### config.mk
export PLATFORM = sky130hd
export DESIGN_NAME = round_key_store
export DESIGN_NICKNAME = d
export VERILOG_FILES = /design/src/rtl/round_key_store_pkg.sv /design/src/rtl/round_key_regfile.sv /design/src/rtl/round_key_store.sv
export SDC_FILE = /design/constraint.sdc
export NUM_CORES = 1
export LEC_CHECK = 0
export CAP_MARGIN = 20
export CORE_ASPECT_RATIO = 2
export CORE_UTILIZATION = 43
export CTS_CLUSTER_DIAMETER = 40
export DETAILED_ROUTE_END_ITERATION = 10
export GPL_ROUTABILITY_DRIVEN = 0
export SLEW_MARGIN = 20
export SYNTH_ARGS = -nofsm -noshare
export SYNTH_HDL_FRONTEND = slang
export SYNTH_SLANG_ARGS = --single-unit
### constraint.sdc
create_clock -name clk -period 5.3 [get_ports clk]
set_input_delay 0.795 -clock clk [delete_from_list [all_inputs] [get_ports clk]]
set_output_delay 0.795 -clock clk [all_outputs]
set_load 0.02 [all_outputs]
### src/rtl/round_key_store_pkg.sv
// Shared constants and state encoding for the round-key store.
// Imported by the round-key register file and the store top.
package round_key_store_pkg;

  localparam int KEY_SIZE_D = 128;
  localparam int ROUND_D    = 5;
  localparam int IDX_W_D    = $clog2(ROUND_D + 1);

  typedef enum logic [1:0] {
    IDLE  = 2'd0,
    FILL  = 2'd1,
    READY = 2'd2
  } state_t;

endpackage

### src/rtl/round_key_regfile.sv
// Round-key storage: one sync write port, one registered read port.
// Gated reads return zero; i_clr wipes every entry in one cycle.
module round_key_regfile
  import round_key_store_pkg::*;
#(
  parameter int KEY_SIZE = KEY_SIZE_D,
  parameter int ROUND    = ROUND_D,
  parameter int IDX_W    = IDX_W_D
) (
  input  logic                clk,
  input  logic                reset_n,
  input  logic                i_clr,
  input  logic                i_wr_en,
  input  logic [IDX_W-1:0]    i_wr_addr,
  input  logic [KEY_SIZE-1:0] i_wr_data,
  input  logic                i_rd_en,
  input  logic                i_rd_ok,
  input  logic [IDX_W-1:0]    i_rd_addr,
  output logic [KEY_SIZE-1:0] o_rd_data
);

  logic [KEY_SIZE-1:0] r_mem [ROUND];
  logic [KEY_SIZE-1:0] r_rd_data;

  always_ff @(posedge clk or negedge reset_n) begin
    if (!reset_n) begin
      for (int i = 0; i < ROUND; i++) begin
        r_mem[i] <= '0;
      end
    end else if (i_clr) begin
      for (int i = 0; i < ROUND; i++) begin
        r_mem[i] <= '0;
      end
    end else if (i_wr_en) begin
      r_mem[i_wr_addr] <= i_wr_data;
    end
  end

  // i_rd_ok already covers range, readiness and same-cycle start
  always_ff @(posedge clk or negedge reset_n) begin
    if (!reset_n) begin
      r_rd_data <= '0;
    end else if (i_rd_en && i_rd_ok) begin
      r_rd_data <= r_mem[i_rd_addr];
    end else begin
      r_rd_data <= '0;
    end
  end

  assign o_rd_data = r_rd_data;

endmodule

### src/rtl/round_key_store.sv
// Captures a round-key schedule, verifies its length, serves indexed reads.
// Define ROUND_KEY_DIGEST_EN to add the XOR-fold key_digest output.
module round_key_store
  import round_key_store_pkg::*;
#(
  parameter int KEY_SIZE = KEY_SIZE_D,
  parameter int ROUND    = ROUND_D,
  parameter int IDX_W    = IDX_W_D
) (
  input  logic                clk,
  input  logic                reset_n,
  input  logic                start,
  input  logic                key_valid,
  input  logic [KEY_SIZE-1:0] key_in,
  input  logic                done_key,
  input  logic                rd_en,
  input  logic [IDX_W-1:0]    rd_idx,
  output logic                rd_valid,
  output logic [KEY_SIZE-1:0] rd_key,
  output logic                keys_ready,
  output logic                sched_err,
  output logic [KEY_SIZE-1:0] key_digest
);

  localparam logic [IDX_W-1:0] LP_ROUND = IDX_W'(ROUND);

  state_t           r_state;
  state_t           w_state_n;
  logic [IDX_W-1:0] r_wptr;
  logic [IDX_W-1:0] w_wptr_n;
  logic             r_keys_ready;
  logic             w_keys_ready_n;
  logic             r_sched_err;
  logic             w_sched_err_n;
  logic             r_rd_valid;
  logic             w_wr;
  logic             w_rd_ok;

  always_ff @(posedge clk or negedge reset_n) begin
    if (!reset_n) begin
      r_state      <= IDLE;
      r_wptr       <= '0;
      r_keys_ready <= 1'b0;
      r_sched_err  <= 1'b0;
      r_rd_valid   <= 1'b0;
    end else begin
      r_state      <= w_state_n;
      r_wptr       <= w_wptr_n;
      r_keys_ready <= w_keys_ready_n;
      r_sched_err  <= w_sched_err_n;
      r_rd_valid   <= rd_en;
    end
  end

  always_comb begin
    w_state_n      = r_state;
    w_wptr_n       = r_wptr;
    w_keys_ready_n = r_keys_ready;
    w_sched_err_n  = r_sched_err;
    w_wr           = 1'b0;
    if (start) begin
      w_state_n      = FILL;
      w_wptr_n       = '0;
      w_keys_ready_n = 1'b0;
      w_sched_err_n  = 1'b0;
    end else begin
      unique case (r_state)
        FILL: begin
          if (key_valid) begin
            if (r_wptr < LP_ROUND) begin
              w_wr     = 1'b1;
              w_wptr_n = r_wptr + IDX_W'(1);
            end else begin
              w_sched_err_n = 1'b1;
            end
          end
          // done_key judged against the count including this cycle's key
          if (done_key) begin
            if (w_wptr_n == LP_ROUND && !w_sched_err_n) begin
              w_state_n      = READY;
              w_keys_ready_n = 1'b1;
            end else begin
              w_state_n     = IDLE;
              w_sched_err_n = 1'b1;
            end
          end
        end
        READY: begin
          if (key_valid || done_key) begin
            w_state_n      = IDLE;
            w_keys_ready_n = 1'b0;
            w_sched_err_n  = 1'b1;
          end
        end
        default: begin
        end
      endcase
    end
  end

  assign w_rd_ok = r_keys_ready && !start && (rd_idx < LP_ROUND);

  round_key_regfile #(
    .KEY_SIZE (KEY_SIZE),
    .ROUND    (ROUND),
    .IDX_W    (IDX_W)
  ) u_regfile (
    .clk       (clk),
    .reset_n   (reset_n),
    .i_clr     (start),
    .i_wr_en   (w_wr),
    .i_wr_addr (r_wptr),
    .i_wr_data (key_in),
    .i_rd_en   (rd_en),
    .i_rd_ok   (w_rd_ok),
    .i_rd_addr (rd_idx),
    .o_rd_data (rd_key)
  );

  assign rd_valid   = r_rd_valid;
  assign keys_ready = r_keys_ready;
  assign sched_err  = r_sched_err;

`ifdef ROUND_KEY_DIGEST_EN
  logic [KEY_SIZE-1:0] r_digest;

  always_ff @(posedge clk or negedge reset_n) begin
    if (!reset_n) begin
      r_digest <= '0;
    end else if (start) begin
      r_digest <= '0;
    end else if (w_wr) begin
      r_digest <= r_digest ^ key_in;
    end
  end

  assign key_digest = r_keys_ready ? r_digest : '0;
`else
  assign key_digest = '0;
`endif

endmodule

==> summary by stage <==
Status
The flow ran to the end, and the final reports show no timing, DRC or antenna violations.

STA
The worst pin sits at a relative slew slack of 0.295. Static timing analysis puts the maximum clock frequency at 341 MHz. For the pin with the worst max-slew slack, the measured transition is 1.06 ns. Between clock sinks in the finished design, the worst skew comes to 0.0227 ns. The worst path in the final design needs a cycle of 2.93 ns, including I/O delays and setup. In the post-route analysis, the smallest setup slack over all paths is 2.37 ns. In the final timing run, aggregate negative setup slack is 0 ns.

Setup repair after global routing left no endpoint under its margin. The number of endpoints with negative hold slack in the final report came to 0. The final number of setup-violating endpoints is 0. In the finished design, the share of the clock period the worst path needs comes to 0.553. The number of pins exceeding their max-slew limit in the final report is 0.

Clock network
The number of buffers added by the clock tree synthesis step is 80. For the worst-skew pair, the clock arrives at the later sink with an insertion delay of 0.66 ns. The number of resized instances in the post-cts repair step is 0. The post-CTS clock slew at the launch and capture registers of the worst setup and hold paths is 0.06 ns.

The tree is rooted in a sky130_fd_sc_hd__clkbuf_16. The maximum buffer depth of the clock tree is 3. The cts-stage hold buffer count is 0. In this run the post-CTS setup repair buffer count came out at 0. The clock tree from TritonCTS is yes. The H-tree was split into 3 levels.

For this design, the sink count on the clock tree is 776.

Floorplan
The total I/O pin count is 396. In this run the horizontal extent of the chip is 203 microns. The initial cell density of the core is 0.434. The initialized floorplan defines 147 standard-cell rows.

The vertical extent of the die is 404 microns. The area of the core is 0.0800 sq mm. The die covers 0.0819 sq mm.

Run
The number of max-cap violations is 0.

Setup path
The biggest fanout along the worst timing path is 49. The library cell contributing the largest single delay on the critical path is sky130_fd_sc_hd__or3b_4. The kind of cell with the highest combined delay along the critical path is buffers and inverters.

Traced cell by cell, the critical path runs through clkdlybuf4s50_1, nand4b_2, or3b_4, buf_4, nand2_1, a21oi_1. Data on the critical path arrives at its endpoint at 3.49 ns. STA classifies the critical path startpoint as an input pin.

The maximum single-stage delay on the critical path is 0.80 ns. Counting both buffers and inverters, the worst setup path holds a total of 2. The critical path class is in -> reg.

Data on the critical path is required at its endpoint by 5.86 ns. STA classifies the critical path endpoint as a register.

Logic synthesis
Synthesis produced a netlist whose cell count is 3632. Of the total synthesized cell area, the portion taken by full adders, half adders and majority gates is 0.000360. The count of unique library cells instantiated by Yosys is 36. In the post-synthesis netlist, the biggest area contributors are sky130_fd_sc_hd__dfrtp_1, sky130_fd_sc_hd__nand2_1, sky130_fd_sc_hd__a21oi_1. The area fraction in compound gates after synthesis came to 0.118.

By area, the combinational part of the netlist is dominated by simple AND/OR/NAND/NOR gates. The sequential fraction of the synthesis area is 0.559. The mux share of post-synthesis cell area is 0.0830. The number of enable-type register cells in the synthesized netlist is 0. Summing every instance area after synthesis gives 0.0347 sq mm. The average cell area after synthesis is 9.56 sq um.

In this run, synthesis produced a sequential element count of 776. For this run, asynchronously set or reset flops after synthesis account for 1.00. The largest total area in the synthesized netlist belongs to sky130_fd_sc_hd__dfrtp_1. Yosys printed 0 warnings. The top-area cell type share of the netlist area is 0.559. The prevailing post-synth register cell is sky130_fd_sc_hd__dfrtp_1. The fraction of synthesized cell area in xor and xnor cells is 0. The share of synthesized cell area in and, or, nand and nor gates is 0.167.

GRT
After global routing the overflow that remains totals 0. For this run, the total global-route usage over all layers was measured as 0.255. Entering global routing, the biggest net connects 194 pins. The wire length of the first global-routing pass is 161 mm.

The initial antenna violation count is 8. The number of global-route vias before repair is 26700.

Finish
The number of standard cells in the layout, taps in and fillers out is 4844. From synthesis to final layout, the design area changed by 15.4%. In the final layout, the share of cells above drive strength 1 is 0.0850.

In the layout the commonest cells are sky130_fd_sc_hd__nand2_1, sky130_fd_sc_hd__dfrtp_1, sky130_fd_sc_hd__a21oi_1. The library cell used most frequently in the layout, excluding fill and tap cells, is sky130_fd_sc_hd__nand2_1. The utilization after layout is 0.501. The final layout contains 3877 nets.

Routing
The initial detailed-routing violation count is 2269. The via count normalized by instance count is 5.47. Summing over every cut layer, the via total after detailed routing is 26500.

The remaining number of nets flagged by the antenna check after routing is 0. The number of design rule violations left after detail routing is 0. The final routed wire length divided by cell count is 21.2 microns.

Summed over all layers, the routed wires come to 103 mm. The length of the first detailed-routing pass in iterations is 5.

Placement
The number of port buffers is 267. The detailed placement HPWL is 52.2 mm. Before CTS, the worst setup slack after placement is 1.73 ns. The number of placed instances, taps included is 4700.

Power and ir drop
Across the VDD grid, the largest voltage drop is 0.224 mV. In this run the power density over the cells is 326 mW/mm^2. Summed over all cells, the static leakage comes to 16.4 nW. The design draws 13.1 mW.

Min path
The tightest min-delay check is of the in -> async type.
-- report_power, final --
part           switching [mW]  internal [mW]  total (mW)
clock                    2.52           3.46        5.98
combinational           0.717          0.293        1.01
sequential             0.0560           6.02        6.08
-- final timing paths --
path                                 startpoint                    to  slack, ns  cells after the start
max                                   key_valid  u_regfile.r_mem[134]       2.37                      6
max reg2reg                           r_wptr[2]  u_regfile.r_mem[134]       2.55                      4
min reg2reg                u_regfile.r_mem[149]  u_regfile.r_mem[149]       0.52                      2
max in group asynchronous               reset_n  u_regfile.r_mem[194]       3.91                      2
min in group clk           u_regfile.r_mem[149]  u_regfile.r_mem[149]       0.52                      2
min                                     reset_n  u_regfile.r_mem[549]       0.14                      1
-- per-stage QoR --
step           area (sq um)  hold WS (ns)
6_report              40100         0.140
5_1_grt               40100         0.186
4_1_cts               40100         0.153
3_5_place_dp          37300         0.511
3_3_place_gp          37300         0.505
2_1_floorplan         35200         0.491
-- state kept, by name (all words and copies together), names as in the netlist --
signal and cells:
u_regfile.r_mem 640, keys_ready 1, rd_valid 1, r_state 2, sched_err 1, r_wptr 3, u_regfile.o_rd_data 128
-- Yosys cell counts (4+ instances only) --
library cell,n
sky130_fd_sc_hd__nand2_1,1445
sky130_fd_sc_hd__dfrtp_1,776
sky130_fd_sc_hd__nor2_1,54
sky130_fd_sc_hd__buf_1,11
sky130_fd_sc_hd__buf_6,33
sky130_fd_sc_hd__a21oi_1,722
sky130_fd_sc_hd__a22oi_1,50
sky130_fd_sc_hd__inv_1,5
sky130_fd_sc_hd__buf_4,146
sky130_fd_sc_hd__o21ai_0,4
sky130_fd_sc_hd__buf_2,119
sky130_fd_sc_hd__mux4_2,128
sky130_fd_sc_hd__clkbuf_1,104
-- worst register-to-register path, delay by kind of cell, from the launching register on --
| kind | cells | cell delay, ns |
|---|---|---|
| AND/OR/NAND/NOR | 2 | 1.05 |
| buffers and inverters | 1 | 0.73 |
| flip-flops | 1 | 0.70 |
| AO/OA/AOI/OAI | 1 | 0.17 |
-- cell families (layout without fill, tap and decap cells) --
family | Yosys count | after routing
DFF | 776 | 776
muxes | 128 | 128
AOI/OAI and AO/OA | 786 | 786
and+or+nand+nor | 1521 | 1521
other | 1 | 131
buffers and inverters | 419 | 458
adders and majority gates | 1 | 1
-- per-layer routing --
layer	wire length [microns]	global-route usage	up-vias
met5	81	0	-
li1	-	-	11900
met3	6170	0.0376	152
met2	51700	0.426	948
met1	43000	0.342	13400
met4	2000	0.0785	12
-- final cells by class --
cell class,instances,area (sq um)
Fill cell,7436,39900
Multi-Input combinational cell,2564,13300
Clock buffer,104,2280
Inverter,5,21.3
Tap cell,1043,1310
Antenna cell,3,7.51
Timing Repair Buffer,312,3260
Clock inverter,37,483
Sequential cell,776,19400
(Power assumes the default switching activity.)
